**src/rtl/imem_loader.sv**
```systemverilog
// Streams a length-prefixed image of big-endian words into instruction memory and holds the CPU in reset until the load completes.
// Optional trailing XOR checksum byte is enabled by defining IMEM_LOADER_CHECKSUM_EN.
module imem_loader #(
  parameter logic [31:0] TEXT_BASE = 32'h0000_3000,
  parameter int unsigned DEPTH     = 1024,
  parameter int unsigned ADDR_W    = 10
) (
  input  logic              clk,
  input  logic              rst,
  input  logic              in_valid,
  input  logic [7:0]        in_data,
  output logic              in_ready,
  output logic              im_we,
  output logic [ADDR_W-1:0] im_addr,
  output logic [31:0]       im_wdata,
  output logic              cpu_rst,
  output logic [31:0]       load_base,
  output logic              done,
  output logic              error,
  output logic [ADDR_W:0]   words_loaded
);

  typedef enum logic [2:0] {
    LEN_HI,
    LEN_LO,
    DATA,
`ifdef IMEM_LOADER_CHECKSUM_EN
    CSUM,
`endif
    DONE,
    ERROR
  } state_t;

  localparam logic [ADDR_W:0] ONE = 1;

  state_t          state;
  logic [15:0]     len;
  logic [1:0]      byte_cnt;
  logic [23:0]     asm_q;
  logic            acc;
  logic [15:0]     hdr_len;
  logic [ADDR_W:0] wl_next;
`ifdef IMEM_LOADER_CHECKSUM_EN
  logic [7:0]      csum_q;
`endif

  assign load_base = TEXT_BASE;
  assign acc       = in_valid && in_ready;
  assign hdr_len   = {len[15:8], in_data};
  assign wl_next   = words_loaded + ONE;

  always_ff @(posedge clk or posedge rst) begin
    if (rst) begin
      state        <= LEN_HI;
      len          <= '0;
      byte_cnt     <= '0;
      asm_q        <= '0;
      in_ready     <= 1'b0;
      im_we        <= 1'b0;
      im_addr      <= '0;
      im_wdata     <= '0;
      cpu_rst      <= 1'b1;
      done         <= 1'b0;
      error        <= 1'b0;
      words_loaded <= '0;
`ifdef IMEM_LOADER_CHECKSUM_EN
      csum_q       <= 8'h00;
`endif
    end else begin
      im_we    <= 1'b0;
      in_ready <= 1'b1;
      case (state)
        LEN_HI: begin
          if (acc) begin
            len[15:8] <= in_data;
            state     <= LEN_LO;
          end
        end
        LEN_LO: begin
          if (acc) begin
            len[7:0] <= in_data;
            if (hdr_len == 16'h0000) begin
`ifdef IMEM_LOADER_CHECKSUM_EN
              state    <= CSUM;
`else
              state    <= DONE;
              done     <= 1'b1;
              in_ready <= 1'b0;
`endif
            end else if (32'(hdr_len) > DEPTH) begin
              state    <= ERROR;
              error    <= 1'b1;
              in_ready <= 1'b0;
            end else begin
              state <= DATA;
            end
          end
        end
        DATA: begin
          if (acc) begin
            byte_cnt <= byte_cnt + 2'd1;
            asm_q    <= {asm_q[15:0], in_data};
`ifdef IMEM_LOADER_CHECKSUM_EN
            csum_q   <= csum_q ^ in_data;
`endif
            if (byte_cnt == 2'd3) begin
              im_we        <= 1'b1;
              im_wdata     <= {asm_q, in_data};
              im_addr      <= words_loaded[ADDR_W-1:0];
              words_loaded <= wl_next;
              // Leave DATA on the same edge that launches the final write.
              if (16'(wl_next) == len) begin
`ifdef IMEM_LOADER_CHECKSUM_EN
                state    <= CSUM;
`else
                state    <= DONE;
                done     <= 1'b1;
                in_ready <= 1'b0;
`endif
              end
            end
          end
        end
`ifdef IMEM_LOADER_CHECKSUM_EN
        CSUM: begin
          if (acc) begin
            in_ready <= 1'b0;
            if (in_data == csum_q) begin
              state <= DONE;
              done  <= 1'b1;
            end else begin
              state <= ERROR;
              error <= 1'b1;
            end
          end
        end
`endif
        DONE: begin
          in_ready <= 1'b0;
          done     <= 1'b1;
          cpu_rst  <= 1'b0;
        end
        ERROR: begin
          in_ready <= 1'b0;
          error    <= 1'b1;
        end
        default: begin
          state    <= ERROR;
          error    <= 1'b1;
          in_ready <= 1'b0;
        end
      endcase
    end
  end

endmodule

```
**config.mk**
```make
export PLATFORM = sky130hd
export DESIGN_NAME = imem_loader
export DESIGN_NICKNAME = d
export VERILOG_FILES = /design/src/rtl/imem_loader.sv
export SDC_FILE = /design/constraint.sdc
export NUM_CORES = 1
export LEC_CHECK = 0
export CAP_MARGIN = 20
export CORE_AREA = 2 2 96 107
export DETAILED_ROUTE_END_ITERATION = 10
export DIE_AREA = 0 0 98 109
export PLACE_DENSITY = 0.82
export SETUP_SLACK_MARGIN = 0.4
export SKIP_CTS_REPAIR_TIMING = 1
export SYNTH_ARGS = -nofsm -noshare
export SYNTH_HDL_FRONTEND = slang
export SYNTH_SLANG_ARGS = --single-unit
```
**constraint.sdc**
```tcl
create_clock -name clk -period 3.77 [get_ports clk]
set_input_delay 0.5655 -clock clk [delete_from_list [all_inputs] [get_ports clk]]
set_output_delay 0.5655 -clock clk [all_outputs]
set_load 0.1 [all_outputs]
```
==> impl_metrics.json <==
{
  "yosysTopAreaCell": "dfrtp_1",
  "ctsRootBufferMaster": "clkbuf_8",
  "yosys-top-cells-count": "nand2_1 (136), dfrtp_1 (102), mux2_2 (40), buf_4 (32), xnor2_1 (14)",
  "num_antenna_cells": 0,
  "synth.most_common_cell": "nand2_1",
  "slew_violations": 0,
  "cts_tree": "done",
  "die_y_um": 109,
  "crit_family": "buffers and inverters",
  "cpMaxStageDelayCell": "clkdlybuf4s50_1",
  "wirelength_um": 9240,
  "numCtsBuffers": 9,
  "critical_path_required_ns": 3.20,
  "avgSynthCellArea_um2": 10.5,
  "antenna_found_initial": 0,
  "dr.first_iter.drc_count": 208,
  "setup_tns_ns": 0,
  "ys.flop_type": "dfrtp_1",
  "area_growth_pct": 18.6,
  "htree_levels": 3,
  "clkSlewWorstSetupHoldPaths_ns": 0.10,
  "async_flop_share": 1.00,
  "cts_buffer_depth": 2,
  "drc": 0,
  "synth_seq_cells": 103,
  "yosysWarnings": 0,
  "synth.distinct_cells": 47,
  "critPathBufInv": 1,
  "synth.area.top_cells": "dfrtp_1 (55%), nand2_1 (11%), mux2_2 (9.7%)",
  "hold_viol": 0,
  "rsz0062_at_grt": "no",
  "maxCapViolations": 0,
  "clock_sinks": 103,
  "io_buffers": 68,
  "dieArea_um2": 10700,
  "num_io_pins": 101,
  "peakVddDrop_mv": 0.241,
  "fin_crit_sh": 0.731,
  "fp-row-count": 38,
  "synth_edf_count": 0,
  "setup_viol": 0,
  "post-route-util": 0.572,
  "ant_nets": 0,
  "first_global_vias": 3200,
  "hp-class": "reg2reg",
  "fin_nets": 519,
  "yosysSeqAreaShare": 0.554,
  "grt_max_degree": 82,
  "p_leak_uw": 0.00270,
  "grt_pass1_wl_um": 15400,
  "skew_ns": 0.00912,
  "worst_pin_slew_ns": 0.997,
  "synth_top_area_frac": 0.548,
  "crit_arrival_ns": 2.19,
  "gp_congestion": 0.834,
  "start_util": 0.482,
  "cp_max_fo": 13,
  "vias": 3194,
  "max_freq_ghz": 0.363,
  "critPathCaptureType": "output pin",
  "cp_cell_sequence": "clkdlybuf4s50_1",
  "worst-setup-path-type": "reg2out",
  "status": "completed",
  "layout_min_cycle_time_ns": 2.76,
  "wl_per_cell_um": 14.6,
  "p_per_area_nw_per_um2": 443,
  "syn_inst": 442,
  "post-dp-hpwl_um": 6440,
  "drive_gt1_frac": 0.145,
  "syn_area_um2": 4660,
  "coreArea_um2": 9650,
  "die_w_um": 98,
  "dr.pass1.iters": 4,
  "track_usage": 0.184,
  "clock_latency_ns": 0.37,
  "startpoint_type": "register",
  "relSlewSlack": 0.333,
  "max_stage_delay_ns": 1.21,
  "viasPerCell": 5.06,
  "grt_overflow": 0
}
## worst reg2reg max path: cells and delay by family (launching register included)
kind / cells / cell delay (ns)
AOI/OAI and AO/OA: 3 / 0.70
DFF: 1 / 0.50
adders and majority gates: 1 / 0.35
and+or+nand+nor: 3 / 0.78
## kinds of logic after synthesis
kind of cell,after synthesis,synth area share
AO/OA/AOI/OAI,26,0.0382
XOR/XNOR,24,0.0468
adder cells (fa/ha/maj),2,0.00537
multiplexers,40,0.0967
AND/OR/NAND/NOR,187,0.180
buffers and inverters,58,0.0771
other,2,0.00161
flip-flops,103,0.554
## cell usage in the layout (no fill, tap or decap), types with 3 or more instances in the layout
master / n
nor2b_1: 3
nand2b_1: 3
o21ai_0: 7
conb_1: 32
buf_4: 4
a31oi_1: 4
inv_1: 6
xnor2_1: 14
nand2_1: 135
nand3_1: 5
dfrtp_1: 102
xor2_1: 9
nand4_1: 4
nor2_1: 10
clkbuf_8: 9
nor3_1: 8
mux2_2: 40
clkdlybuf4s50_1: 68
## cell type report
cell class	instances	area (um2)
Clock inverter	7	57.6
Multi-Input combinational cell	311	1840
Inverter	8	32.5
Sequential cell	103	2580
Timing Repair Buffer	73	738
Fill cell	829	4130
Tap cell	120	150
Clock buffer	9	124
## layer usage
layer  wire length, um  track usage  vias to the layer above
li1                  -            -                     1516
met1              4000        0.227                     1580
met2              4720        0.314                       84
met3               345       0.0417                       14
met4               169       0.0744                        0
met5                 0            0                        -
## through the flow
step	setup slack [ns]	cells	area [um2]	hold slack [ns]	power [uW]
floorplan	0.502	472	4770	0.435	1750
global placement	1.25	614	5310	0.449	1800
detailed placement	1.18	614	5310	0.450	1820
CTS	0.999	630	5490	0.465	2460
global route	0.901	631	5520	0.474	2560
finish	1.01	631	5520	0.462	2450
## power by group
group	leakage, uW	internal (uW)	switching, uW
Sequential	0.00138	1200	100
Combinational	0.00123	174	328
Clock	0.0000877	248	396
Total	0.00270	1620	824
## state kept, by name, indices dropped and copies added (netlist names)
signal and count:
cpu_rst 1, done 1, im_wdata 32, len 16, im_addr 10, error 1
in_ready 1, asm_q 24, state 3, im_we 1, byte_cnt 2, words_loaded 11
## worst paths after layout
kind | endpoint | cells after the start | slack, ns | start
worst min register to register | cpu_rst | 1 | 0.46 | cpu_rst
worst max register to register | in_ready | 7 | 1.36 | words_loaded[0]
max in group asynchronous | asm_q[3] | 4 | 2.50 | rst
worst min-delay path | cpu_rst | 1 | 0.46 | cpu_rst
min in group asynchronous | words_loaded[6] | 2 | 0.47 | rst
worst max-delay path | words_loaded[5] | 1 | 1.01 | words_loaded[5]
No activity file was read; power rests on OpenSTA's default activity.
